`src/rtl/pse_arbiter.sv`:
```
// rtl/pse_arbiter.sv - two-requester round-robin front end for a shared point-sorting engine
// Optional SORT/DRAIN watchdog is compiled in when PSE_ARB_TIMEOUT_EN is defined.
module pse_arbiter #(
  parameter int TIMEOUT = 64
) (
  input  logic       clk,
  input  logic       reset,
  input  logic [1:0] req,
  input  logic [2:0] num0,
  input  logic [2:0] num1,
  input  logic [9:0] x0,
  input  logic [9:0] y0,
  input  logic [9:0] x1,
  input  logic [9:0] y1,
  output logic [1:0] pop,
  output logic       pse_reset,
  output logic [2:0] pse_point_num,
  output logic [9:0] pse_xin,
  output logic [9:0] pse_yin,
  input  logic       pse_valid,
  input  logic [9:0] pse_xout,
  input  logic [9:0] pse_yout,
  output logic       out_valid,
  output logic [9:0] out_x,
  output logic [9:0] out_y,
  output logic       out_tag,
  output logic [1:0] done,
  output logic [1:0] rej,
  output logic       busy,
  output logic       err
);

  typedef enum logic [2:0] {IDLE, RST, LOAD, SORT, DRAIN, FIN} state_t;

  state_t     state;
  logic       g;
  logic       last;
  logic [2:0] n;
  logic [2:0] cnt;
  logic [1:0] rej_q;
  logic       grant_sel;
  logic [2:0] grant_num;
  logic       grant_go;
  logic       grant_ok;
  logic       tmo;

  function automatic logic [1:0] onehot(input logic sel);
    return sel ? 2'b10 : 2'b01;
  endfunction

  always_comb begin
    grant_sel = (req == 2'b11) ? ~last : req[1];
    grant_num = grant_sel ? num1 : num0;
  end

  // No grant while a reject is still on the wire, so the requester can drop req first.
  assign grant_go = (req != 2'b00) && (rej_q == 2'b00);
  assign grant_ok = (grant_num >= 3'd3) && (grant_num <= 3'd6);

`ifdef PSE_ARB_TIMEOUT_EN
  localparam int TW = $clog2(TIMEOUT + 1);
  logic [TW-1:0] tcnt;

  assign tmo = ((state == SORT) || (state == DRAIN)) && (tcnt == TW'(TIMEOUT - 1));

  always_ff @(posedge clk or posedge reset) begin
    if (reset) begin
      tcnt <= '0;
    end else if (((state == SORT) || (state == DRAIN)) && !tmo) begin
      tcnt <= tcnt + 1'b1;
    end else begin
      tcnt <= '0;
    end
  end
`else
  // Watchdog not built; the comparison folds to constant 0.
  assign tmo = (TIMEOUT < 0);
`endif

  always_ff @(posedge clk or posedge reset) begin
    if (reset) begin
      state     <= IDLE;
      g         <= 1'b0;
      last      <= 1'b1;
      n         <= 3'd0;
      cnt       <= 3'd0;
      rej_q     <= 2'b00;
      done      <= 2'b00;
      pse_reset <= 1'b0;
      out_valid <= 1'b0;
      out_x     <= 10'd0;
      out_y     <= 10'd0;
      out_tag   <= 1'b0;
    end else begin
      rej_q     <= 2'b00;
      done      <= 2'b00;
      pse_reset <= 1'b0;
      out_valid <= 1'b0;
      if (tmo) begin
        state <= IDLE;
        last  <= g;
        cnt   <= 3'd0;
      end else begin
        case (state)
          IDLE: begin
            if (grant_go) begin
              g <= grant_sel;
              n <= grant_num;
              if (grant_ok) begin
                state     <= RST;
                pse_reset <= 1'b1;
              end else begin
                rej_q <= onehot(grant_sel);
                last  <= grant_sel;
              end
            end
          end
          RST: begin
            state <= LOAD;
            cnt   <= 3'd0;
          end
          LOAD: begin
            if (cnt == n - 3'd1) begin
              state <= SORT;
              cnt   <= 3'd0;
            end else begin
              cnt <= cnt + 3'd1;
            end
          end
          SORT: begin
            if (pse_valid) begin
              out_valid <= 1'b1;
              out_x     <= pse_xout;
              out_y     <= pse_yout;
              out_tag   <= g;
              cnt       <= 3'd1;
              state     <= DRAIN;
            end
          end
          DRAIN: begin
            if (pse_valid) begin
              out_valid <= 1'b1;
              out_x     <= pse_xout;
              out_y     <= pse_yout;
              out_tag   <= g;
              if (cnt == n - 3'd1) begin
                state <= FIN;
                done  <= onehot(g);
                cnt   <= 3'd0;
              end else begin
                cnt <= cnt + 3'd1;
              end
            end
          end
          FIN: begin
            last  <= g;
            state <= IDLE;
          end
          default: state <= IDLE;
        endcase
      end
    end
  end

  assign busy          = (state != IDLE);
  assign pse_point_num = busy ? n : 3'd0;
  assign pop           = (state == LOAD) ? onehot(g) : 2'b00;
  assign pse_xin       = (state == LOAD) ? (g ? x1 : x0) : 10'd0;
  assign pse_yin       = (state == LOAD) ? (g ? y1 : y0) : 10'd0;
  assign err           = tmo;
  assign rej           = rej_q | (tmo ? onehot(g) : 2'b00);

endmodule
```
`config.mk`:
```
export PLATFORM = sky130hd
export DESIGN_NAME = pse_arbiter
export DESIGN_NICKNAME = d
export VERILOG_FILES = /design/src/rtl/pse_arbiter.sv
export SDC_FILE = /design/constraint.sdc
export NUM_CORES = 1
export LEC_CHECK = 0
export BUFFER_PORTS_ARGS = -buffer_cell sky130_fd_sc_hd__buf_2
export CORE_MARGIN = 5
export CORE_UTILIZATION = 30
export CTS_CLUSTER_SIZE = 16
export DETAILED_ROUTE_END_ITERATION = 8
export SYNTH_ARGS = -nofsm -noshare
export SYNTH_HDL_FRONTEND = slang
export SYNTH_SLANG_ARGS = --single-unit
```
`constraint.sdc`:
```
create_clock -name clk -period 2.2 [get_ports clk]
set_clock_uncertainty 0.1 [all_clocks]
set_input_delay 0.33 -clock clk [delete_from_list [all_inputs] [get_ports clk]]
set_output_delay 0.33 -clock clk [all_outputs]
set_load 0.02 [all_outputs]
```
==> results_tabular.tex, run 1 <==
\begin{tabular}{lr}
\hline
Metric & Value \\
\hline
\multicolumn{2}{l}{\textbf{Outcome}} \\
Outcome & complete, no violations \\
\multicolumn{2}{l}{\textbf{Clocking}} \\
Clock tree sinks & 38 \\
Cell chosen for the clock root & sky130\_fd\_sc\_hd\_\_clkbuf\_8 \\
Total clock buffers created by CTS & 5 \\
Clock latency of the later-clocked register in the worst-skew pair & 0.29 ns \\
Clock tree from TritonCTS & yes \\
Clk slew on worst S/H paths & 0.07 ns \\
H-tree level count & 2 \\
Max Root-Sink Buffers & 2 \\
\multicolumn{2}{l}{\textbf{Synthesis}} \\
Area fraction in compound gates after synthesis & around 17\% \\
Xor and xnor fraction of the mapped netlist area & 2.37\% \\
Area share of the largest cell type after synthesis & 43.8\% \\
Post-synthesis simple-gate area fraction & 12.2\% \\
Main combinational cell family by area after synthesis & compound AO/OA/AOI/OAI gates \\
Flop and latch count out of synthesis & 38 \\
Top flip-flop cell by instance count after synthesis & sky130\_fd\_sc\_hd\_\_dfrtp\_1 \\
Post-synthesis mux area share & 17.0\% \\
Register area share after synthesis & 45.1\% \\
Area contributors post-synth & sky130\_fd\_sc\_hd\_\_dfrtp\_1, sky130\_fd\_sc\_hd\_\_mux2\_4, sky130\_fd\_sc\_hd\_\_a22o\_1 \\
Post-Syn Nets & 258 \\
Count of distinct cell types in the synthesized netlist & 46 \\
Mapped Avg Cell Area & 11.4 um2 \\
Number of standard cells after synthesis & roughly 190 \\
Synth warn & 0 \\
EDFF count, synth & 0 \\
Share of flip-flops with an asynchronous set or reset after synthesis & 100\% \\
Largest area contributor in the netlist & sky130\_fd\_sc\_hd\_\_dfrtp\_1 \\
Adder-cell share of the synthesized area & approximately 1.2\% \\
Summed instance area of the synthesized netlist & approximately 2100 um2 \\
\multicolumn{2}{l}{\textbf{Worst setup path}} \\
CP Max Fanout & 11 \\
Slack of the worst reg-to-reg path & 0.16 ns \\
Req. time, crit path & 1.77 ns \\
Crit Reg-Reg Endpoint & cnt[1]\$\_DFFE\_PP0P\_ \\
Endpoint kind of the worst setup timing path & output pin \\
Reg-to-reg critical path startpoint & n[0]\$\_DFFE\_PP0P\_ \\
Cell depth of the worst flop-to-flop path & 6 \\
Classification of the worst setup path & reg -> out \\
Setup crit start kind & register \\
Arr. time, crit path & 1.65 ns \\
\multicolumn{2}{l}{\textbf{Timing}} \\
Total negative slack for setup checks & 0 ns \\
Number of hold violations in the final report & 0 \\
Final-report max-slew violation count & 0 \\
Count of final setup violators & 0 \\
Min cycle time layout & 2.08 ns \\
Timing-limited maximum frequency & 481 MHz \\
Portion of the clock cycle consumed by the worst path in the final layout & between 90\% and 100\% \\
Setup repair after global routing missed its margin & no \\
\multicolumn{2}{l}{\textbf{Floorplan}} \\
Vertical die dimension & 93.9 um \\
IO Pins & around 130 \\
Area of the die & 8820 um2 \\
Floorplan row count & 30 \\
X dimension of the die & 93.9 um \\
Placeable Area & 6830 um2 \\
Starting density of the core & 30.9\% \\
\multicolumn{2}{l}{\textbf{Place}} \\
Quantity of I/O buffers inserted on ports & roughly 120 \\
DP Wirelength & 4450 um \\
Number of placed instances with taps included & $\sim$400 \\
Routability cong. & 0.732 \\
\multicolumn{2}{l}{\textbf{Route}} \\
Routed len/inst & 13.8 um \\
Post-detailed-route count of antenna-violating nets & 0 \\
Number of vias per cell after detailed routing & 4.61 \\
Routed Wire Length & 5690 um \\
Number of remaining DRC errors & 0 \\
Iteration-0 DRC Markers & 62 \\
Detailed Routing Iterations Pass 1 & 4 \\
Vias & 1896 \\
\multicolumn{2}{l}{\textbf{Power}} \\
Static Leak & 1.65 nW \\
Maximum VDD drop & 0.687 mV \\
P per Cell Area & 1570 nW/um2 \\
\multicolumn{2}{l}{\textbf{Run}} \\
Number of maximum-capacitance violations & 0 \\
\multicolumn{2}{l}{\textbf{Final layout}} \\
Post-layout utilization of the core & between 40 and 50\% \\
Area growth from synthesis to final layout & 43.5\% \\
Number of standard cells in the layout, taps in and fillers out & 411 \\
Share of post-route cells with drive strength above 1 & 54.6\% \\
Antenna Cells & 0 \\
Nets & 387 \\
\multicolumn{2}{l}{\textbf{GRT}} \\
Number of antenna violations at the first check in global routing & 0 \\
Wire length of the first global-routing pass & slightly below 9000 um \\
Via count of the first global-routing pass & 1900 \\
Pin count of the biggest net entering global routing & 23 \\
Total congestion overflow after global routing & 0 \\
GRT Total Usage & 12.5\% \\
\multicolumn{2}{l}{\textbf{Worst hold path}} \\
Cells on Worst Hold Path & 2 \\
Hold path start & pse\_yout[5] \\
End of the worst hold path & out\_y[5]\$\_DFFE\_PP0P\_ \\
HP Class & in -> reg \\
\hline
\end{tabular}
[layout make-up]
class                      instances  area, um2
inverter                           7       26.3
clock inverter                     2       60.1
fill                             690       3800
multi-input combinational        128       1080
clock buffer                       6       82.6
sequential                        38        952
tap                               96        120
timing repair buffer             134        708
[state kept, by name, summed over array words and instances (netlist names)]
| register | flops |
|---|---|
| cnt | 3 |
| g | 1 |
| last | 1 |
| out_x | 10 |
| n | 3 |
| out_tag | 1 |
| rej | 2 |
| pse_reset | 1 |
| out_y | 10 |
| state | 3 |
| out_valid | 1 |
| done | 2 |
[metrics by stage]
step                cell area (um2)  setup WS [ns]  power, mW  hold WS, ns
global route                   3030         0.0199       5.08        0.158
CTS                            3010         0.0368       4.78        0.158
finish                         3030          0.123       4.77        0.173
detailed placement             2860          0.188       4.02        0.279
global placement               2860          0.212       3.98        0.269
floorplan                      2110          0.247       3.21        0.342
[cell usage after synthesis, types with 2 or more instances]
cell and instances:
sky130_fd_sc_hd__nor2_1 16, sky130_fd_sc_hd__mux2i_1 4, sky130_fd_sc_hd__nand2b_1 2, sky130_fd_sc_hd__nor4b_1 4, sky130_fd_sc_hd__clkbuf_1 3, sky130_fd_sc_hd__a21oi_1 6, sky130_fd_sc_hd__ha_1 2, sky130_fd_sc_hd__nand2_1 8
sky130_fd_sc_hd__a22o_1 22, sky130_fd_sc_hd__and3_1 2, sky130_fd_sc_hd__xnor2_1 2, sky130_fd_sc_hd__dfrtp_1 37, sky130_fd_sc_hd__nand3_1 2, sky130_fd_sc_hd__buf_4 2, sky130_fd_sc_hd__mux2_2 3, sky130_fd_sc_hd__buf_2 5
sky130_fd_sc_hd__o21ai_0 6, sky130_fd_sc_hd__o31ai_1 2, sky130_fd_sc_hd__mux2_4 19, sky130_fd_sc_hd__buf_6 2, sky130_fd_sc_hd__nor3_1 2, sky130_fd_sc_hd__inv_1 7, sky130_fd_sc_hd__and2_1 3, sky130_fd_sc_hd__o311ai_0 2
[kinds of logic (layout without fill, tap and decap cells)]
logic type	count (synthesis)	after routing
AOI/OAI and AO/OA	48	48
and+or+nand+nor	47	47
DFF	38	38
muxes	26	26
buffers and inverters	19	149
xor gates and xnor gates	4	4
adders and majority gates	2	2
other	1	1
[per-layer routing]
layer / share of wire [%] / GRT usage [%]
met3: 5.6 / 3.13
met5: 0 / 0
met1: 43 / 15.4
met4: 0.54 / 3.25
met2: 51 / 21.6
[power by group]
part	total, mW	switching [mW]	internal [mW]
registers	1.22	0.203	1.01
logic	2.82	1.56	1.26
clock network	0.725	0.242	0.484
[cell usage in the layout, fill, tap and decap left out, types with 3 or more instances in the layout]
cell type / instances
sky130_fd_sc_hd__buf_2: 123
sky130_fd_sc_hd__dfrtp_1: 37
sky130_fd_sc_hd__a22o_1: 22
sky130_fd_sc_hd__mux2_4: 19
sky130_fd_sc_hd__nor2_1: 16
sky130_fd_sc_hd__nand2_1: 8
sky130_fd_sc_hd__buf_4: 8
sky130_fd_sc_hd__inv_1: 7
sky130_fd_sc_hd__a21oi_1: 6
sky130_fd_sc_hd__o21ai_0: 6
sky130_fd_sc_hd__clkbuf_8: 6
sky130_fd_sc_hd__mux2i_1: 4
sky130_fd_sc_hd__and2_1: 3
sky130_fd_sc_hd__mux2_2: 3
[critical path, stage by stage (launching register included)]
cell,delay (ns)
sky130_fd_sc_hd__dfrtp_1,0.42
sky130_fd_sc_hd__inv_1,0.14
sky130_fd_sc_hd__nor4b_4,0.30
sky130_fd_sc_hd__buf_6,0.20
sky130_fd_sc_hd__a22o_1,0.14
sky130_fd_sc_hd__buf_2,0.16
[worst max path at each step]
stage,startpoint,endpoint,slack [ns],depth (start not counted)
detailed placement,n[0]$_DFFE_PP0P_,cnt[1]$_DFFE_PP0P_,0.19,6
finish,g$_DFFE_PP0P_,pse_xin[8],0.12,5
global route,g$_DFFE_PP0P_,pse_xin[8],0.02,5
floorplan,state[0]$_DFFE_PP0P_,pse_yin[0],0.25,4
global placement,n[0]$_DFFE_PP0P_,cnt[1]$_DFFE_PP0P_,0.21,6
CTS,g$_DFFE_PP0P_,pse_xin[8],0.04,5
[repair_timing]
item,in CTS,in global routing
buffers inserted,0,0
resized for setup,0,5
endpoints found under the hold margin,28,0
endpoints found under the setup margin,0,20
hold buffers,1,0
Note: power is estimated with default switching activity, not from simulation.
==> run 2, diff against run 1 <==
--- a/config.mk
+++ b/config.mk
@@ -6,7 +6,6 @@
 export NUM_CORES = 1
 export LEC_CHECK = 0
 export BUFFER_PORTS_ARGS = -buffer_cell sky130_fd_sc_hd__buf_2
-export CORE_MARGIN = 5
 export CORE_UTILIZATION = 30
 export CTS_CLUSTER_SIZE = 16
 export DETAILED_ROUTE_END_ITERATION = 8
==> run 2 against run 1 <==
Setup slack worse by 0.027 ns. Non-clock buffer count down 2. Final cell count down 0.49%. Combinational power about the same. Global-route usage up 0.45 points.
==> results_tabular.tex, run 2 (synthesis gave the netlist of run 1 again) <==
\begin{tabular}{lr}
\hline
Metric & Value \\
\hline
\multicolumn{2}{l}{\textbf{Route}} \\
Number of vias per cell after detailed routing & 4.55 (was 4.61) \\
Routed Wire Length & 5150 um (was 5690 um) \\
Iteration-0 DRC Markers & 43 (was 62) \\
Post-detailed-route count of antenna-violating nets & 0 (unchanged) \\
Vias & 1861 (was 1896) \\
Detailed Routing Iterations Pass 1 & 4 (unchanged) \\
Number of remaining DRC errors & 0 (unchanged) \\
Routed len/inst & 12.6 um (was 13.8 um) \\
\multicolumn{2}{l}{\textbf{Clocking}} \\
Max Root-Sink Buffers & 2 (unchanged) \\
Clock tree from TritonCTS & yes (unchanged) \\
Clock tree sinks & 38 (unchanged) \\
H-tree level count & 2 (unchanged) \\
Total clock buffers created by CTS & 5 (unchanged) \\
Hold buffer count at cts & 0 (was 1) \\
Setup repair bufs after CTS & 0 (unchanged) \\
Clock latency of the later-clocked register in the worst-skew pair & 0.28 ns (was 0.29 ns) \\
Clk slew on worst S/H paths & 0.08 ns (was 0.07 ns) \\
Cell chosen for the clock root & sky130\_fd\_sc\_hd\_\_clkbuf\_8 (unchanged) \\
\multicolumn{2}{l}{\textbf{Final layout}} \\
Share of post-route cells with drive strength above 1 & 55.3\% (was 54.6\%) \\
Post-route standard cell area excluding fillers & 2960 um2 (was 3030 um2) \\
Biggest regs & out\_x: 10 flops, out\_y: 10 flops (unchanged) \\
Nets & 385 (was 387) \\
Most common cell after layout, fill and taps aside & sky130\_fd\_sc\_hd\_\_buf\_2 (unchanged) \\
Area growth from synthesis to final layout & 40.0\% (was 43.5\%) \\
Most frequent cells in the layout & sky130\_fd\_sc\_hd\_\_buf\_2, sky130\_fd\_sc\_hd\_\_dfrtp\_1, sky130\_fd\_sc\_hd\_\_a22o\_1 (unchanged) \\
Antenna Cells & 0 (unchanged) \\
\multicolumn{2}{l}{\textbf{Timing}} \\
Timing-limited maximum frequency & 475 MHz (was 481 MHz) \\
Portion of the clock cycle consumed by the worst path in the final layout & 95.6\% (was 94.4\%) \\
Min cycle time layout & 2.10 ns (was 2.08 ns) \\
Number of hold violations in the final report & 0 (unchanged) \\
Final-report max-slew violation count & 0 (unchanged) \\
Total negative slack for setup checks & 0 ns (unchanged) \\
Count of final setup violators & 0 (unchanged) \\
Setup repair after global routing missed its margin & no (unchanged) \\
\multicolumn{2}{l}{\textbf{Worst setup path}} \\
Crit Reg-Reg Endpoint & state[0]\$\_DFFE\_PP0P\_ (was cnt[1]\$\_DFFE\_PP0P\_) \\
Endpoint kind of the worst setup timing path & output pin (unchanged) \\
Arr. time, crit path & 1.67 ns (was 1.65 ns) \\
Worst setup endpoint & pse\_xin[2] (was pse\_xin[8]) \\
CP Max Fanout & 21 (was 11) \\
Worst Setup SP & g\$\_DFFE\_PP0P\_ (unchanged) \\
Slack of the worst reg-to-reg path & 0.21 ns (was 0.16 ns) \\
Setup crit start kind & register (unchanged) \\
Cell depth of the worst flop-to-flop path & 6 (unchanged) \\
Req. time, crit path & 1.77 ns (about the same) \\
Classification of the worst setup path & reg -> out (unchanged) \\
Reg-to-reg critical path startpoint & n[0]\$\_DFFE\_PP0P\_ (unchanged) \\
\multicolumn{2}{l}{\textbf{Worst hold path}} \\
HP Class & in -> async (was in -> reg) \\
\multicolumn{2}{l}{\textbf{GRT}} \\
Pin count of the biggest net entering global routing & 39 (was 23) \\
GR Util met1 & 17.5\% (was 15.4\%) \\
Global routing met3 resource utilization & 3.46\% (was 3.13\%) \\
GRT Total Usage & 12.9\% (was 12.5\%) \\
Total congestion overflow after global routing & 0 (unchanged) \\
Met2 usage in global routing & 21.1\% (was 21.6\%) \\
Most used routing layer & met2 (unchanged) \\
Wire length of the first global-routing pass & 7690 um (was 8910 um) \\
Number of antenna violations at the first check in global routing & 0 (unchanged) \\
Via count of the first global-routing pass & 1650 (was 1900) \\
\multicolumn{2}{l}{\textbf{Run}} \\
Number of maximum-capacitance violations & 0 (unchanged) \\
\multicolumn{2}{l}{\textbf{Outcome}} \\
Outcome & complete, no violations (unchanged) \\
\multicolumn{2}{l}{\textbf{Floorplan}} \\
IO Pins & 125 (unchanged) \\
X dimension of the die & 85.9 um (was 93.9 um) \\
Floorplan row count & 30 (unchanged) \\
Placeable Area & 6790 um2 (was 6830 um2) \\
Vertical die dimension & 85.9 um (was 93.9 um) \\
Starting density of the core & 31.1\% (was 30.9\%) \\
Area of the die & 7380 um2 (was 8820 um2) \\
\multicolumn{2}{l}{\textbf{Power}} \\
P per Cell Area & 1520 nW/um2 (was 1570 nW/um2) \\
Maximum VDD drop & 0.637 mV (was 0.687 mV) \\
Static Leak & 1.61 nW (was 1.65 nW) \\
\multicolumn{2}{l}{\textbf{Place}} \\
DP Wirelength & 3870 um (was 4450 um) \\
Post-DP Area & 2860 um2 (unchanged) \\
Quantity of I/O buffers inserted on ports & 123 (unchanged) \\
Routability cong. & 0.708 (was 0.732) \\
\hline
\end{tabular}
## run 2: worst min-delay path by stage
stage,slack (ns),startpoint,to
global placement,0.37,reset,out_y[4]$_DFFE_PP0P_
detailed placement,0.38,reset,out_y[4]$_DFFE_PP0P_
finish,0.06,reset,out_y[3]$_DFFE_PP0P_
global route,0.11,reset,out_x[8]$_DFFE_PP0P_
floorplan,0.34,g$_DFFE_PP0P_,done[0]$_DFF_PP0_
CTS,0.07,reset,out_x[9]$_DFFE_PP0P_
## run 2: report_power, final
group / switching [mW] / internal (mW)
sequential: 0.199 / 1.01
clock: 0.244 / 0.252
combinational: 1.54 / 1.25
total: 1.99 / 2.51
## run 2: stage by stage
stage               setup WS, ns  cells  power (mW)  hold WS, ns  util, %
global route             0.00795    409        4.82        0.109     43.6
floorplan                  0.247    185        3.21        0.342        -
global placement           0.209    401        3.96        0.373     42.0
finish                    0.0958    409        4.50       0.0587     43.6
detailed placement         0.154    401        4.00        0.383     42.0
CTS                       0.0415    409        4.53       0.0740     43.4
## run 2: layout make-up
class	count	area, um2
Clock inverter	2	12.5
Tap cell	96	120
Inverter	7	26.3
Multi-Input combinational cell	128	1080
Fill cell	663	3830
Clock buffer	6	82.6
Sequential cell	38	952
Timing Repair Buffer	132	687
## run 2: timing repair
action / in CTS / in global routing
endpoints found under the setup margin: 1 / 8
gates cloned: 0 / 0
gates resized for setup: 1 / 2
## run 2: layer usage
layer	share of wire, %	vias to the layer above
li1	-	926
met1	46	879
met2	49	54
met3	4.7	2
met4	0.27	0
met5	0	-
## run 2: critical path, cell delays in order (launching register included)
cell                      delay (ns)
sky130_fd_sc_hd__dfrtp_1        0.44
sky130_fd_sc_hd__inv_2          0.09
sky130_fd_sc_hd__nor4b_2        0.30
sky130_fd_sc_hd__buf_6          0.23
sky130_fd_sc_hd__a22o_1         0.17
sky130_fd_sc_hd__buf_2          0.16
